<file path="config.mk">
export PLATFORM = sky130hd
export DESIGN_NAME = quad_pixel_fetch
export DESIGN_NICKNAME = d
export VERILOG_FILES = /design/src/rtl/quad_pixel_fetch.sv
export SDC_FILE = /design/constraint.sdc
export NUM_CORES = 1
export LEC_CHECK = 0
export CAP_MARGIN = 20
export CORE_MARGIN = 8
export CORE_UTILIZATION = 35
export CTS_BUF_LIST = sky130_fd_sc_hd__clkbuf_16
export CTS_CLUSTER_DIAMETER = 120
export DETAILED_ROUTE_END_ITERATION = 7
export PLACE_DENSITY = 0.54
export SKIP_LAST_GASP = 1
export SYNTH_ARGS = -nofsm -noshare
export SYNTH_HDL_FRONTEND = slang
export SYNTH_SLANG_ARGS = --single-unit
</file>
<file path="constraint.sdc">
create_clock -name clk_i -period 25.2 [get_ports clk_i]
set_input_delay 7.56 -clock clk_i [delete_from_list [all_inputs] [get_ports clk_i]]
set_output_delay 7.56 -clock clk_i [all_outputs]
set_load 0.05 [all_outputs]
</file>
<file path="src/rtl/quad_pixel_fetch.sv">
// Fetches the 2x2 source-pixel neighbourhood for one bilinear sample.
// A request is accepted, edge-clamped, and four reads go out back to back.
// The quad and the pass-through weights are then presented over valid/ready.
module quad_pixel_fetch #(
  parameter int unsigned ADDR_BITS = 16,
  parameter int unsigned DATA_W    = 8,
  parameter int unsigned FRAC_W    = 8
) (
  input  logic                 clk_i,
  input  logic                 reset_i,
  input  logic [15:0]          cfg_width_i,
  input  logic [15:0]          cfg_height_i,
  input  logic [ADDR_BITS-1:0] cfg_base_i,
  input  logic                 req_valid_i,
  output logic                 req_ready_o,
  input  logic [15:0]          req_x_i,
  input  logic [15:0]          req_y_i,
  input  logic [FRAC_W-1:0]    req_fx_i,
  input  logic [FRAC_W-1:0]    req_fy_i,
  output logic                 mem_rd_en_o,
  output logic [ADDR_BITS-1:0] mem_addr_o,
  input  logic [DATA_W-1:0]    mem_rdata_i,
  output logic                 out_valid_o,
  input  logic                 out_ready_i,
  output logic [DATA_W-1:0]    out_p00_o,
  output logic [DATA_W-1:0]    out_p01_o,
  output logic [DATA_W-1:0]    out_p10_o,
  output logic [DATA_W-1:0]    out_p11_o,
  output logic [FRAC_W-1:0]    out_fx_o,
  output logic [FRAC_W-1:0]    out_fy_o,
  output logic                 out_err_o,
  output logic                 busy_o
);

  typedef enum logic [1:0] {StIdle, StIssue, StDrain, StOut} state_e;

  state_e               state_q;
  logic [1:0]           idx_q;
  logic [ADDR_BITS-1:0] mem_addr_q;
  logic [ADDR_BITS-1:0] addr1_q, addr2_q, addr3_q;
  logic [DATA_W-1:0]    p00_q, p01_q, p10_q, p11_q;
  logic [FRAC_W-1:0]    fx_q, fy_q;
  logic                 err_q;

  logic                 zero_size;
  logic [15:0]          w_max, h_max, x0, x1, y0, y1;
  logic [ADDR_BITS-1:0] row0, row1, acc_a0, acc_a1, acc_a2, acc_a3;

  // Clamp the request to the image and form all four read addresses at accept.
  // With a zero dimension w_max/h_max wrap, but those addresses are never issued.
  always_comb begin
    zero_size = (cfg_width_i == 16'd0) || (cfg_height_i == 16'd0);
    w_max     = cfg_width_i - 16'd1;
    h_max     = cfg_height_i - 16'd1;
    x0        = (req_x_i > w_max) ? w_max : req_x_i;
    y0        = (req_y_i > h_max) ? h_max : req_y_i;
    x1        = (x0 == w_max) ? x0 : x0 + 16'd1;
    y1        = (y0 == h_max) ? y0 : y0 + 16'd1;
    // Products are taken at address width so the result wraps modulo 2^ADDR_BITS.
    row0      = cfg_base_i + ADDR_BITS'(y0) * ADDR_BITS'(cfg_width_i);
    row1      = cfg_base_i + ADDR_BITS'(y1) * ADDR_BITS'(cfg_width_i);
    acc_a0    = row0 + ADDR_BITS'(x0);
    acc_a1    = row0 + ADDR_BITS'(x1);
    acc_a2    = row1 + ADDR_BITS'(x0);
    acc_a3    = row1 + ADDR_BITS'(x1);
  end

  // Control FSM: issue four reads, capture data one cycle behind, hold quad until taken.
  always_ff @(posedge clk_i) begin
    if (reset_i) begin
      state_q    <= StIdle;
      idx_q      <= 2'd0;
      mem_addr_q <= '0;
      addr1_q    <= '0;
      addr2_q    <= '0;
      addr3_q    <= '0;
      p00_q      <= '0;
      p01_q      <= '0;
      p10_q      <= '0;
      p11_q      <= '0;
      fx_q       <= '0;
      fy_q       <= '0;
      err_q      <= 1'b0;
    end else begin
      unique case (state_q)
        StIdle: begin
          if (req_valid_i) begin
            fx_q  <= req_fx_i;
            fy_q  <= req_fy_i;
            err_q <= zero_size;
            idx_q <= 2'd0;
            if (zero_size) begin
              p00_q   <= '0;
              p01_q   <= '0;
              p10_q   <= '0;
              p11_q   <= '0;
              state_q <= StOut;
            end else begin
              mem_addr_q <= acc_a0;
              addr1_q    <= acc_a1;
              addr2_q    <= acc_a2;
              addr3_q    <= acc_a3;
              state_q    <= StIssue;
            end
          end
        end
        StIssue: begin
          idx_q <= idx_q + 2'd1;
          // Data for read k arrives while read k+1 is on the bus.
          unique case (idx_q)
            2'd0: mem_addr_q <= addr1_q;
            2'd1: begin
              mem_addr_q <= addr2_q;
              p00_q      <= mem_rdata_i;
            end
            2'd2: begin
              mem_addr_q <= addr3_q;
              p01_q      <= mem_rdata_i;
            end
            2'd3: begin
              p10_q   <= mem_rdata_i;
              state_q <= StDrain;
            end
          endcase
        end
        StDrain: begin
          p11_q   <= mem_rdata_i;
          state_q <= StOut;
        end
        StOut: begin
          if (out_ready_i) state_q <= StIdle;
        end
        default: state_q <= StIdle;
      endcase
    end
  end

  assign req_ready_o = (state_q == StIdle);
  assign busy_o      = (state_q != StIdle);
  assign mem_rd_en_o = (state_q == StIssue);
  assign out_valid_o = (state_q == StOut);
  assign mem_addr_o  = mem_addr_q;
  assign out_p00_o   = p00_q;
  assign out_p01_o   = p01_q;
  assign out_p10_o   = p10_q;
  assign out_p11_o   = p11_q;
  assign out_fx_o    = fx_q;
  assign out_fy_o    = fy_q;
  assign out_err_o   = err_q;

endmodule

</file>
### Yosys cells after proc, flatten, opt, wreduce, memory -nomap -nowiden

Cells that the tools add are included.

| word-level totals | value |
|---|---|
| register bits | 117 |
| latch bits | 0 |
| RAM bits | 0 |
| memory bits (read-only) | 0 |
| logic and storage cells | 86 |
| memories kept | 0 |

| cells by class | value |
|---|---|
| add/sub/neg operators | 11 |
| multipliers | 2 |
| divide/modulo/power cells | 0 |
| $lt $le $gt $ge | 2 |
| eq/ne operators | 16 |
| shifts and indexed selects | 0 |
| muxes and demuxes | 24 |
| bitwise gates (word level) | 1 |
| reductions and logical operators | 17 |

Operators with widths:

| operator | number |
|---|---|
| $add 16x16->16 | 6 |
| $mux 16 | 6 |
| $pmux 8 s2 | 4 |
| $pmux 16 s3 | 1 |
| $mux 8 | 5 |
| $add 16x1->16 const B | 2 |
| $eq 16x16->1 | 2 |
| $gt 16x16->1 | 2 |
| $logic_not 16->1 | 2 |
| $mul 16x16->16 | 2 |
| $pmux 16 s2 | 1 |
| $sub 16x1->16 const B | 2 |
| $reduce_and 4->1 | 4 |
| $mux 2 | 5 |
| $ne 2x1->1 const B | 5 |
| $reduce_and 3->1 | 3 |
| $eq 2x2->1 const B | 4 |
| $pmux 2 s4 | 1 |
| $reduce_bool 2->1 | 3 |
| $eq 2x1->1 const B | 2 |
| $logic_not 2->1 | 2 |
| $ne 2x2->1 const B | 2 |
| $ne 4x1->1 const B | 1 |
| $pmux 2 s2 | 1 |
| 4 further kinds | 5 |

### Longest topological paths before layout

| logic depth | value |
|---|---|
| word-level depth | 9 |
| mapped depth | 51 |
| gate-level depth less buffers | 47 |

### Least setup slack after synthesis

No wires, ideal clock.

| timing | value |
|---|---|
| path kind | input port to flip-flop |
| start | in cfg_height_i[0] |
| end | reg addr3_q[15] |
| arrival time | 18.331 ns |
| required time | 25.068 ns |
| setup slack | 6.736 ns |
| cell stages on the path | 46 |
| cells stage by stage | inv_1 ha_1 or4b_1 buf_2 nor4b_1 xnor2_1 ha_1 a21o_1 a21oi_1 o21ai_1 a2111oi_0 nor2_1 clkbuf_1 clkbuf_1 a21oi_1 clkbuf_1 ha_1 inv_1 [... 10 more ...] inv_1 fa_1 inv_1 fa_1 inv_1 fa_1 xnor2_1 xnor2_1 xnor2_1 xnor2_1 xnor2_1 xnor3_1 xor2_1 xnor3_1 xnor3_2 xnor3_1 nand2_1 a21oi_1 |

| between the ends | value |
|---|---|
| longest elaborated chain between the ends | 8 |
| elaborated cells on any way between the ends | 13 |

RTL lines:

| what | RTL line | RTL |
|---|---|---|
| start: declaration | 12 | `input logic [15:0] cfg_height_i,` |
| $sub 16x1->16 | 54 | `h_max = cfg_height_i - 16'd1;` |
| $gt 16x16->1 | 56 | `y0 = (req_y_i > h_max) ? h_max : req_y_i;` |
| $mux 16 | 56 |  |
| $add 16x1->16 or $eq 16x16->1 (tied branches) | 58 | `y1 = (y0 == h_max) ? y0 : y0 + 16'd1;` |
| $mux 16 | 58 |  |
| $mul 16x16->16 | 61 | `row1 = cfg_base_i + ADDR_BITS'(y1) * ADDR_BITS'(cfg_width_i);` |
| $add 16x16->16 | 61 |  |
| $add 16x16->16 | 65 | `acc_a3 = row1 + ADDR_BITS'(x1);` |
| end signal: assignment | 76 | `addr3_q <= '0;` |
| end signal: assignment | 102 | `addr3_q <= acc_a3;` |
| end: declaration | 40 | `logic [ADDR_BITS-1:0] addr1_q, addr2_q, addr3_q;` |

Parallel ways exist; a longest one is shown, timed or not.
A chain may end at the register's enable or synchronous reset.

### Worst setup path after layout

| timing | value |
|---|---|
| start | in cfg_height_i[6] |
| end | reg addr3_q[15] |

Same word-level chain as after synthesis.

==> metrics.txt <==
clk sinks ~120; cell row count 84; Iter 0 DRT Violations 749; CP startpoint kind input pin; most frequent cell after synthesis inv_1; area added between synthesis and finish 16.7%; fin. max-slew vios 0; Routed WL per cell 18.4 um; I/O pins 177; port buffer count ~180; largest net degree at the start of global routing 85; status complete, no violations; Synth Register Bits 117; layout cell share with drive strength beyond 1 0.0339; critical path endpoint category register; Initial Util 0.355; Seq/Total Area, Yosys 0.125; Crit path required time approximately 25 ns; fmax 50.0 MHz; Clock Latency Late Sink slightly above 0.4 ns; DP Wirelength 47800 um; Synth async-reset ratio 0; Slew HR 0.282; post_cts resized 0; Worst Clk Skew 0.00551 ns; DRT Pass-1 Iters 6; grt total ovfl 0; period utilization 0.794; TritonCTS Buffers 17; first-pass GRT wire length 93600 um; initial antenna violation count 0; vias in the first global route between 15000 and 20000; multi-input logic area 14600 sq um; CTS H-tree depth 4; Total GRT Usage 0.193; Placed Area 21200 sq um; Worst Hold Class reg -> reg; Mapped Nets 2875; Synth Cell Area ~19000 sq um; core box area 52800 sq um; Die Y 247 um; maximum fanout along the worst path 18; Synth Instances between 2000 and 2500; design area 21800 sq um; Final #Nets about 3000; Critical Path Slowest Stage Cell a21oi_1; root buf cell clkbuf_16; Hold Vio Cnt, Final 0; antenna-violating nets left 0; total wire length 58900 um; main flop type after synthesis dfxtp_1; count of buffer and inverter cells on the critical path 7; Post-synth EDFFs 0; CTS tree built; CP Class in -> reg; sequential standard cell area about 2300 sq um; RSZ-0062 raised after global routing false; Worst-Margin Slew 1.08 ns; routability cong. approximately 0.89; fillers between 5000 and 6000; most frequent CP cell xnor2_1; share of the synthesized area in the top cell type 0.205; Vias per Instance 5.09; YS warnings 0; clock buffer depth 2; top cells by area, synth fa_1, ha_1, dfxtp_1, inv_1, nand2_1; Synth area leader fa_1; synth cell count leaders inv_1, nand2_1, ha_1; Final setup viols 0; # DRC 0; Min Clock Period, post-route between 15 and 20 ns; crit path DAT approximately 20 ns; post-CTS setup buffers 0; CTS clk-pin slew, worst paths around 0.06 ns; delay-heaviest family, CP adder cells; count of cell types in the netlist between 70 and 80; hold_buf cts 0; Post-Syn Area per Cell 7.91 sq um; TNS Setup 0 ns; n_diodes 0; die footprint 61100 sq um; slowest stage delay, CP 0.86 ns; DR vias 16300; max-cap violations 0; Die Width 247 um
## metal layers
layer  wire length (um)  part of all wire  track usage
met4               1210             0.021       0.0493
met2              28900              0.49        0.352
met1              26100              0.44        0.240
met5                  0                 0            0
met3               2580             0.044       0.0194
## flip-flops by register name, summed over array words and instances (netlist names)
| signal | cells |
|---|---|
| addr1_q | 16 |
| addr2_q | 16 |
| addr3_q | 16 |
| idx_q | 2 |
| mem_addr_o | 16 |
| out_err_o | 1 |
| out_fx_o | 8 |
| out_fy_o | 8 |
| out_p00_o | 8 |
| out_p01_o | 8 |
| out_p10_o | 8 |
| out_p11_o | 8 |
| state_q | 2 |
## stage by stage
stage | setup slack [ns] | utilization | instances | hold WS, ns
final | 5.20 | 0.414 | 3197 | 0.448
after global placement | 5.21 | 0.403 | 3164 | 0.435
after CTS | 5.31 | 0.414 | 3196 | 0.450
after floorplan | 6.74 | - | 2367 | 0.429
after global routing | 4.40 | 0.414 | 3197 | 0.472
after detailed placement | 4.91 | 0.403 | 3164 | 0.442
## worst paths after layout
check	from	end	slack [ns]	depth (start not counted)
min reg2reg	addr2_q[5]	addr2_q[5]	0.45	2
min	addr2_q[5]	addr2_q[5]	0.45	2
max	cfg_height_i[6]	addr3_q[15]	5.20	41
max reg2reg	state_q[0]	mem_addr_o[8]	21.94	12
## area by class of cell
| class | instances | area share |
|---|---|---|
| Clock inverter | 15 | 0.00756 |
| Timing Repair Buffer | 214 | 0.0936 |
| Inverter | 384 | 0.0660 |
| Multi-Input combinational cell | 1762 | 0.667 |
| Clock buffer | 17 | 0.0195 |
| Tap cell | 688 | 0.0394 |
| Sequential cell | 117 | 0.107 |
## cell usage in the layout, fill, tap and decap left out, types with 7 or more instances in the layout
cell type        synthesis  layout
o31a_1                   8       8
nor2_1                 133     133
a21boi_0                14      14
mux2i_1                 29      29
and2_1                  97      97
o21a_1                   7       7
xnor2_1                140     140
o21bai_1                11      11
nand2b_1                17      17
ha_1                   208     208
a22oi_1                 24      24
nor2b_1                 19      19
buf_4                    0      39
xnor3_1                  8       8
o21ai_0                 68      68
or4_1                    7       7
nand2_1                327     326
nor3_1                  36      36
a21oi_1                164     164
fa_1                   192     192
nand4_1                 11      11
a21o_1                  21      21
inv_1                  383     384
xor2_1                  50      49
a211oi_1                21      21
dfxtp_1                117     117
o21ai_1                  9       9
or3_1                    7       7
nand3b_1                 9       9
o211ai_1                18      18
nand3_1                 17      17
nor4_1                  14      14
clkdlybuf4s50_1          0     175
clkbuf_16                0      17
and3_1                  10      10
## worst register-to-register path: cells and delay by family, from the launching register on
kind / cells / cell delay, ns
buffers and inverters: 4 / 0.97
AOI/OAI and AO/OA: 4 / 0.67
DFF: 1 / 0.33
and+or+nand+nor: 3 / 0.85
adders and majority gates: 1 / 0.29
## cell families after synthesis
family / count (synthesis) / share of synthesized area
DFF: 117 / 0.125
xor gates and xnor gates: 199 / 0.0998
AOI/OAI and AO/OA: 403 / 0.133
muxes: 31 / 0.0167
buffers and inverters: 488 / 0.0983
and+or+nand+nor: 729 / 0.182
adders and majority gates: 400 / 0.344
Power is not shown: default switching activity piles up to over one toggle a cycle in this logic, so the estimate is an artifact.
